[config.mk]
export PLATFORM = sky130hd
export DESIGN_NAME = serial_addsub_st_flat
export DESIGN_NICKNAME = d
export VERILOG_FILES = /design/src/rtl/serial_addsub_st_if.sv /design/src/rtl/serial_addsub_st.sv /design/src/flat_wrapper.sv
export SDC_FILE = /design/constraint.sdc
export NUM_CORES = 1
export LEC_CHECK = 0
export CAP_MARGIN = 20
export CELL_PAD_IN_SITES_DETAIL_PLACEMENT = 1
export CELL_PAD_IN_SITES_GLOBAL_PLACEMENT = 1
export CORE_MARGIN = 2
export CORE_UTILIZATION = 34
export DETAILED_ROUTE_END_ITERATION = 6
export GPL_ROUTABILITY_DRIVEN = 0
export PLACE_DENSITY_LB_ADDON = 0.1
export REMOVE_ABC_BUFFERS = 1
export SETUP_SLACK_MARGIN = 0.2
export SLEW_MARGIN = 15
export SYNTH_ARGS = -nofsm -noshare
export SYNTH_HDL_FRONTEND = slang
export SYNTH_SLANG_ARGS = --single-unit
[constraint.sdc]
create_clock -name clk -period 1.2 [get_ports clk]
set_clock_uncertainty 0.05 [all_clocks]
set_input_delay 0.12 -clock clk [delete_from_list [all_inputs] [get_ports clk]]
set_output_delay 0.12 -clock clk [all_outputs]
set_load 0.01 [all_outputs]
[src/rtl/serial_addsub_st_if.sv]
// Handshake/operand bundle for serial_addsub_st.
// The sub signal exists only when SERIAL_SUB_EN is defined.
interface serial_addsub_st_if #(
    parameter int WIDTH = 8
);
    logic             start;
    logic [WIDTH-1:0] a;
    logic [WIDTH-1:0] b;
`ifdef SERIAL_SUB_EN
    logic             sub;
`endif
    logic             busy;
    logic             done;
    logic [WIDTH-1:0] result;
    logic             cout;

    modport master (
        output start, a, b,
`ifdef SERIAL_SUB_EN
        output sub,
`endif
        input  busy, done, result, cout
    );

    modport slave (
        input  start, a, b,
`ifdef SERIAL_SUB_EN
        input  sub,
`endif
        output busy, done, result, cout
    );
endinterface

[src/rtl/serial_addsub_st.sv]
// Bit-serial LSB-first adder: one full-adder cell plus carry flop, WIDTH cycles per op.
// Define SERIAL_SUB_EN to add the sub input (a - b via inverted B and carry-in of 1).
module serial_addsub_st #(
    parameter int WIDTH = 8
) (
    input  logic               clk,
    input  logic               rst,
    serial_addsub_st_if.slave  bus
);
    localparam int CW = (WIDTH > 1) ? $clog2(WIDTH) : 1;

    typedef enum logic [1:0] {S_IDLE, S_RUN, S_DONE} state_t;

    state_t           r_state;
    logic [WIDTH-1:0] r_a;
    logic [WIDTH-1:0] r_b;
    logic [WIDTH-1:0] r_acc;
    logic             r_carry;
    logic [CW-1:0]    r_cnt;
    logic             r_busy;
    logic             r_done;
    logic [WIDTH-1:0] r_result;
    logic             r_cout;

    logic             w_sub;
    logic             w_s;
    logic             w_cy;
    logic [WIDTH-1:0] w_acc_nxt;

`ifdef SERIAL_SUB_EN
    assign w_sub = bus.sub;
`else
    assign w_sub = 1'b0;
`endif

    assign w_s       = r_a[0] ^ r_b[0] ^ r_carry;
    assign w_cy      = (r_a[0] & r_b[0]) | (r_a[0] & r_carry) | (r_b[0] & r_carry);
    // Sum bits enter at the MSB so bit 0 lands at the LSB after WIDTH shifts
    assign w_acc_nxt = {w_s, r_acc[WIDTH-1:1]};

    always_ff @(posedge clk) begin
        if (rst) begin
            r_state  <= S_IDLE;
            r_a      <= '0;
            r_b      <= '0;
            r_acc    <= '0;
            r_carry  <= 1'b0;
            r_cnt    <= '0;
            r_busy   <= 1'b0;
            r_done   <= 1'b0;
            r_result <= '0;
            r_cout   <= 1'b0;
        end else begin
            case (r_state)
                S_IDLE: begin
                    if (bus.start) begin
                        r_a     <= bus.a;
                        r_b     <= w_sub ? ~bus.b : bus.b;
                        r_carry <= w_sub;
                        r_cnt   <= '0;
                        r_busy  <= 1'b1;
                        r_state <= S_RUN;
                    end
                end
                S_RUN: begin
                    r_carry <= w_cy;
                    r_a     <= r_a >> 1;
                    r_b     <= r_b >> 1;
                    r_acc   <= w_acc_nxt;
                    r_cnt   <= r_cnt + CW'(1);
                    if (r_cnt == CW'(WIDTH - 1)) begin
                        r_result <= w_acc_nxt;
                        r_cout   <= w_cy;
                        r_busy   <= 1'b0;
                        r_done   <= 1'b1;
                        r_state  <= S_DONE;
                    end
                end
                S_DONE: begin
                    r_done  <= 1'b0;
                    r_state <= S_IDLE;
                end
                default: begin
                    r_state <= S_IDLE;
                end
            endcase
        end
    end

    assign bus.busy   = r_busy;
    assign bus.done   = r_done;
    assign bus.result = r_result;
    assign bus.cout   = r_cout;
endmodule

[src/flat_wrapper.sv]
// flat-port wrapper written by rule: the top's interface ports become plain ports
module serial_addsub_st_flat 
#(
    parameter int WIDTH = 8
)
  (clk, rst, bus_start, bus_a, bus_b, bus_busy, bus_done, bus_result, bus_cout);
  serial_addsub_st_if #(.WIDTH(WIDTH)) bus_i ();
  input  logic clk;
  input  logic rst;
  input wire logic [$bits(bus_i.start)-1:0] bus_start;
  input wire logic [$bits(bus_i.a)-1:0] bus_a;
  input wire logic [$bits(bus_i.b)-1:0] bus_b;
  output wire logic [$bits(bus_i.busy)-1:0] bus_busy;
  output wire logic [$bits(bus_i.done)-1:0] bus_done;
  output wire logic [$bits(bus_i.result)-1:0] bus_result;
  output wire logic [$bits(bus_i.cout)-1:0] bus_cout;
  assign bus_i.start = bus_start;
  assign bus_i.a = bus_a;
  assign bus_i.b = bus_b;
  assign bus_busy = bus_i.busy;
  assign bus_done = bus_i.done;
  assign bus_result = bus_i.result;
  assign bus_cout = bus_i.cout;
  serial_addsub_st #(.WIDTH(WIDTH)) u_core (.clk(clk), .rst(rst), .bus(bus_i));
endmodule
==> results of run 1 <==
[repair_timing]
item / in CTS / in global routing
pin swaps: 11 / 11
gates cloned: 3 / 2
setup endpoints to repair: 51 / 42
setup buffers: 5 / 3
resized for setup: 85 / 50
[logic make-up after synthesis]
logic type | after synthesis | synth area share (%)
DFF | 40 | 50.6
adders and majority gates | 3 | 2.85
muxes | 1 | 0.632
AOI/OAI and AO/OA | 29 | 11.6
buffers and inverters | 15 | 5.06
and+or+nand+nor | 103 | 29.2
[layout make-up]
| class | instances | area [um^2] |
|---|---|---|
| multi-input combinational | 136 | 948 |
| clock buffer | 6 | 72.6 |
| tap | 52 | 65.1 |
| clock inverter | 1 | 5.00 |
| inverter | 1 | 3.75 |
| timing repair buffer | 57 | 614 |
| sequential | 40 | 821 |
| fill | 499 | 1880 |
[routing by layer]
metal	routed length (um)	track usage (%)
met2	2580	30.6
met3	178	4.72
met1	2050	22.3
met5	0	0
met4	84	5.03
[placed cells by master, fill, tap and decap left out, types with 2 or more instances in the layout]
master and instances:
nor2b_4 2, nor2_1 36, buf_6 5, a21oi_1 9, dfxtp_1 26, o21ai_1 2
ha_4 2, nor2_4 8, nand2_1 16, clkbuf_8 5, dfxtp_2 13, nand2_4 3
clkdlybuf4s50_1 18, buf_12 5, nand3b_1 3, buf_2 10, clkbuf_16 2, nand2_2 4
nand3_1 9, a21oi_2 10, buf_4 13, nor4_2 4, nor2_2 4, nor4_1 10
a22oi_2 3
[worst reg2reg max path: stages, from the launching register on]
cell	delay, ns
dfxtp_2	0.34
ha_4	0.16
ha_4	0.17
nand3b_1	0.13
buf_12	0.14
nand2_1	0.08
a21oi_2	0.15
[flip-flops by register name (all words and copies together), names as in the netlist, 2 cells and up]
signal,flops
u_core.r_state,2
u_core.r_a,8
u_core.r_cnt,3
u_core.bus.result,8
u_core.r_b,8
u_core.r_acc,7
[per-stage QoR]
stage,std cells,power (mW),setup WS [ns]
5_1_grt,293,2.90,-0.138
2_1_floorplan,177,1.58,-0.286
3_3_place_gp,273,1.76,-0.285
3_5_place_dp,273,1.78,-0.327
6_report,293,2.78,-0.0970
4_1_cts,288,2.70,-0.0656
[final timing paths]
| kind | start | end | slack, ns |
|---|---|---|---|
| max | u_core.r_cnt[1]$_SDFFE_PP0P_ | u_core.bus.result[6]$_SDFFE_PP0P_ | -0.1 |
| min | bus_b[7] | u_core.r_b[7]$_SDFFE_PP0P_ | 0.37 |
| max reg2reg | u_core.r_cnt[1]$_SDFFE_PP0P_ | u_core.bus.result[6]$_SDFFE_PP0P_ | -0.1 |
| min reg2reg | u_core.bus.result[0]$_SDFFE_PP0P_ | u_core.bus.result[0]$_SDFFE_PP0P_ | 0.40 |
[where the power goes]
part           switching (mW)  internal (mW)  leakage, nW
Clock                   0.459          0.396       0.0410
Sequential             0.0385           1.38        0.334
Combinational           0.232          0.267        0.626
==> summary by stage, run 1 <==
Worst setup path
The critical path required time is 1.37 ns. The classification of the worst setup path is flip-flop to flip-flop. The number of buffer and inverter stages on the critical path is 1. The longest individual stage delay on the worst path is 0.34 ns. STA classifies the critical path startpoint as a flip-flop. The top cell family by delay on the critical path is flip-flops. At the worst endpoint, the arrival time is between 1 and 1.5 ns. STA classifies the critical path endpoint as a flip-flop. Traced cell by cell, the critical path runs through ha_4 -> ha_4 -> nand3b_1 -> buf_12 -> nand2_1 -> a21oi_2. The count of cell instances traversed by the critical path is 6. The cell that appears most often on the critical path is ha_4. The cell with the largest stage delay on the worst path is dfxtp_2.

The worst reg2reg path depth is 6. The largest fanout of any net on the critical path is 10.

STA
For the pin with the worst max-slew slack, the measured transition is between 0.2 and 0.3 ns. The maximum clock frequency is roughly 770 MHz. Across all setup checks in the final design, the least slack found is -0.0970 ns.

The final number of setup-violating endpoints is 30. Adding up every negative setup slack in the final design gives -1.38 ns. The number of slew-limit violations in the final report was 0. The worst hold slack after final layout is 0.366 ns. In this run the tightest slew margin relative to its limit is about four fifths. The count of endpoints failing hold in the final timing report came to 0. The post-route clock period utilization is 108%. Setup repair after global routing could not meet its margin everywhere. The clock period minus final worst setup slack is roughly 1.3 ns.

Global route
The via count of the first global-routing pass came to ~1500. Global routing used 17.9% of the available tracks across all layers. The remaining global-route overflow is 0.

The first global-routing pass estimated 7270 um of wire. The pin count of the biggest net entering global routing is 22. The initial antenna violation count is 0.

Placement
The HPWL after detailed placement is between 2000 and 3000 um. The number of buffers added on ports is 29. The total placed instance area is 0.00202 mm^2.

Routing
The number of design-rule violations left by the first detailed-router iteration is 56. Dividing the detail-routed via count by the number of cells gives 5.23. The remaining antenna violation count after routing is 0. Wires add up to 4890 um. The first detailed-routing pass ran for 4 iterations. The total number of vias is between 1500 and 2000. Dividing the detail-routed wire length by the instance count gives 16.7 um. For this run, design rule violations remaining after detail routing come to 0.

Die
The floorplan has 24 rows. The die covers 0.00522 mm^2. The die boundary height is 72.2 um. The initial cell density of the core is 35.9%. The I/O pin count is 30.

The die outline width is 72.2 um. The core region is 0.00441 mm^2.

Power
The ratio of total power to cell area is 1100 mW/mm^2. IR analysis of the VDD net gives a maximum drop of 0.648 mV. The leakage power is 1.00 nW.

CTS
In this run, CTS created clock tree buffers numbering 5. The CTS H-tree depth is 2. The clock passes through at most 2 buffers. Clock tree synthesis selected as its root buffer the cell clkbuf_8. Hold repair after CTS inserted 0 buffers.

The later pin in the worst-skew pair is clocked with a latency of 0.29 ns. The clock-pin transition on the worst setup and hold timing paths is 0.08 ns. TritonCTS built the clock tree. CTS saw 40 sinks.

Logic synthesis
The netlist uses 24 different library cells. The fraction of synthesis flops using an asynchronous set or reset pin is 0%. By count the netlist is led by 48 x nor2_1, 40 x dfxtp_1, 23 x nand2_1.

The synthesized design contains 0 enable-type register cells. Sorting the synthesized cells by area gives the leading types as dfxtp_1 51%, nor2_1 11%, a21oi_1 6.0%, nor4_1 5.5%, nand2_1 5.5%. Among all flip-flop cells after synthesis, the most frequent one is dfxtp_1. The post-synthesis sequential area ratio is 50.6%.

After technology mapping, the gate count stands at 191. The average size of a mapped cell is 8.29 um^2. The total standard cell area after synthesis is 0.00158 mm^2. The top cell type's share of synthesized area is 50.6%. The most used standard cell by instance count after synthesis is nor2_1. The number of warnings printed during yosys synthesis is 0. The cell type with the largest total area after synthesis is dfxtp_1. The post-synthesis register bit count is 40.

Finish
The final standard cell area without fillers is 0.00253 mm^2. The count of inserted antenna diode cells is 0. The utilization after layout is 57.3%. The proportion of layout cells with a drive suffix above 1 is between 40 and 50%. The area growth from synthesis to layout is 59.8%. The net count of the finished layout is 263.

Worst hold path
The min-delay analysis places its worst path in the category input port to flip-flop. The worst hold path was traced through 3 stages.

Status
The checks that failed: negative setup slack. The flow ran to the end, but the final reports show violations.

Run
The number of max-cap violations is 0.
No activity file was read; power rests on OpenSTA's default activity.
==> run 2, diff against run 1 <==
==> constraint.sdc (replaced) <==
create_clock -name clk -period 1.2 [get_ports clk]
set_clock_uncertainty 0.05 [all_clocks]
set_input_delay 0.24 -clock clk [delete_from_list [all_inputs] [get_ports clk]]
set_output_delay 0.24 -clock clk [all_outputs]
set_load 0.01 [all_outputs]
==> summary by stage, run 2 (synthesis results as in run 1) <==
Routing
The total number of vias is 1538. The per-cell via count in the routed design is around 5.2. The per-cell routed wire length is 16.7 um.

The total wirelength of the detailed-routed design is about 4900 um. For this run, the detailed router's first-pass iteration total came to 4. The first routing iteration left 25 violations. The remaining antenna violation count after routing is 0. The number of design rule violations left after detail routing is 0.

Die
The area enclosed by the die boundary is 0.00522 mm^2. The die boundary height is 72.2 um. The row count is 24. The total area inside the core boundary comes to 0.00441 mm^2. In this run the horizontal extent of the chip is 72.2 um. For this configuration, the core starts out at a cell density of 35.9%. The I/O pin count is 30.

CTS
TritonCTS built the clock tree. The CTS buffer count is 5. For this design, the sink count on the clock tree is 40. The later-pin clock latency in the skew report is 0.29 ns. The deepest clock path buffer count is 2. The number of buffers inserted for hold repair after clock tree synthesis is 0.

The CTS H-tree depth is 2. The clock-pin transition on the worst setup and hold timing paths is 0.08 ns. The buffer type at the clock tree root is clkbuf_8.

Finish
For this run, the number of standard cells in the final layout without fillers is roughly 300. Once layout is done, the placed cells without fillers occupy 0.00261 mm^2. The library cells used most frequently in the layout, excluding fill and tap cells, are 40 x nor2_1, 24 x dfxtp_1, 19 x buf_6.

Relative to the synthesized area, the layout overhead comes to 64.7%. The net count of the finished layout is 266. The library cell used most frequently in the layout, excluding fill and tap cells, is nor2_1.

The repair_antennas step left the layout with diodes totalling 0. The proportion of layout cells with a drive suffix above 1 is 45.5%. Cells fill 59.1% of the core in the end.

Worst setup path
Counting cells, the worst reg-to-reg path comes to 6. The worst reg-to-reg setup slack is -0.09 ns. The worst endpoint data arrival time is around 1.5 ns. STA puts the critical path data required time at between 1 and 1.5 ns. Of all nets on the critical path, the largest fanout is 10. The worst setup path is of the flip-flop to flip-flop kind. The worst reg2reg path startpoint is u_core.r_cnt[1]$_SDFFE_PP0P_. The startpoint kind of the worst setup timing path is a flip-flop. In this run the worst setup path begins at u_core.r_cnt[1]$_SDFFE_PP0P_. The worst setup path is captured at a flip-flop. In this run the critical register-to-register path is captured at u_core.bus.result[1]$_SDFFE_PP0P_.

Worst hold path
The worst hold path endpoint is u_core.bus.result[2]$_SDFFE_PP0P_. The worst hold path passes through 2 cells. In this run the most critical hold path is launched from u_core.bus.result[2]$_SDFFE_PP0P_. The type of the worst min-delay path is flip-flop to flip-flop.

Placement
The HPWL after detailed placement is approximately 2700 um. In this run the cell area measured after placement is 0.00202 mm^2. Prior to clock tree synthesis, the placed netlist has a worst setup slack of -0.447 ns. The number of buffers added on ports is 29. The total placed cells including tap cells is 273.

STA
Setup repair after global routing could not meet its margin everywhere. The transition at the pin with the smallest max-transition slack is 0.260 ns. Measured against its own limit, the worst slew margin works out to 82.5%. The number of slew-limit violations in the final report was 0. The worst path uses 108% of the clock period. In the post-route analysis, the smallest setup slack over all paths is -0.0933 ns.

Setup violations remaining at the end of the flow were counted as 27. The count of endpoints failing hold in the final timing report is 0. Counting I/O delays and the setup requirement, the final critical path takes 1.29 ns. The maximum clock frequency is 773 MHz.

Setup total negative slack on the finished layout was measured at -1.13 ns.

Power
For this design the ratio of total power to cell area is 1060 mW/mm^2. For this design the static power due to leakage is 1.01 nW. Across the VDD grid, the largest voltage drop is 0.598 mV.

Global route
For this run the aggregate overflow at the end of global routing stands at 0. The global-route wire length before repair is 7290 um. The via count of the first global-routing pass is about 1500. Entering global routing, the biggest net connects 22 pins.

Across every metal layer, demand over resource in global routing totals 18.0%. The initial antenna violation count is 0.

Run
Across the run, the number of max-cap violations was 0.

Status
The flow ran to the end, but the final reports show violations. The checks that failed: negative setup slack.
run 2: area by class of cell:
type                       count  area [um^2]
fill                         480         1810
timing repair buffer          60          708
clock inverter                 1         5.00
sequential                    40          823
multi-input combinational    136          930
tap                           52         65.1
inverter                       1         3.75
clock buffer                   6         72.6
run 2: how the worst max path moves through the flow:
stage                                         to  slack [ns]
6_report       u_core.bus.result[1]$_SDFFE_PP0P_       -0.09
5_1_grt        u_core.bus.result[1]$_SDFFE_PP0P_       -0.15
4_1_cts             u_core.bus.busy$_SDFFE_PP0P_       -0.07
3_5_place_dp          u_core.r_a[6]$_SDFFE_PP0P_       -0.45
3_3_place_gp        u_core.bus.busy$_SDFFE_PP0P_       -0.40
2_1_floorplan       u_core.bus.cout$_SDFFE_PP0P_       -0.29
run 2: worst max-delay path, stage by stage (launching register included):
cell	delay, ns
dfxtp_2	0.34
ha_4	0.16
ha_4	0.17
nand3b_1	0.13
buf_12	0.14
nand2_1	0.06
a21oi_1	0.16
run 2: timing repair:
action | CTS | global route
pin swaps | 13 | 10
gates resized for setup | 101 | 46
setup endpoints to repair | 51 | 51
cloned | 3 | 2
buffers inserted | 5 | 6
run 2: routing by layer:
layer	vias up	wire (um)	GRT usage, %
met5	-	0	0
met4	0	36	5.03
met3	4	161	4.58
met2	29	2700	31.2
met1	759	2050	22.2
li1	746	-	-
run 2: metrics by stage:
| stage | power, mW | hold slack, ns |
|---|---|---|
| finish | 2.77 | 0.418 |
| global route | 2.90 | 0.448 |
| global placement | 1.76 | 0.391 |
| CTS | 2.71 | 0.415 |
| detailed placement | 1.78 | 0.401 |
| floorplan | 1.58 | 0.255 |
run 2: power by group:
part	internal (mW)	switching (mW)
logic	0.269	0.225
registers	1.39	0.0401
clock network	0.396	0.451
total	2.05	0.717
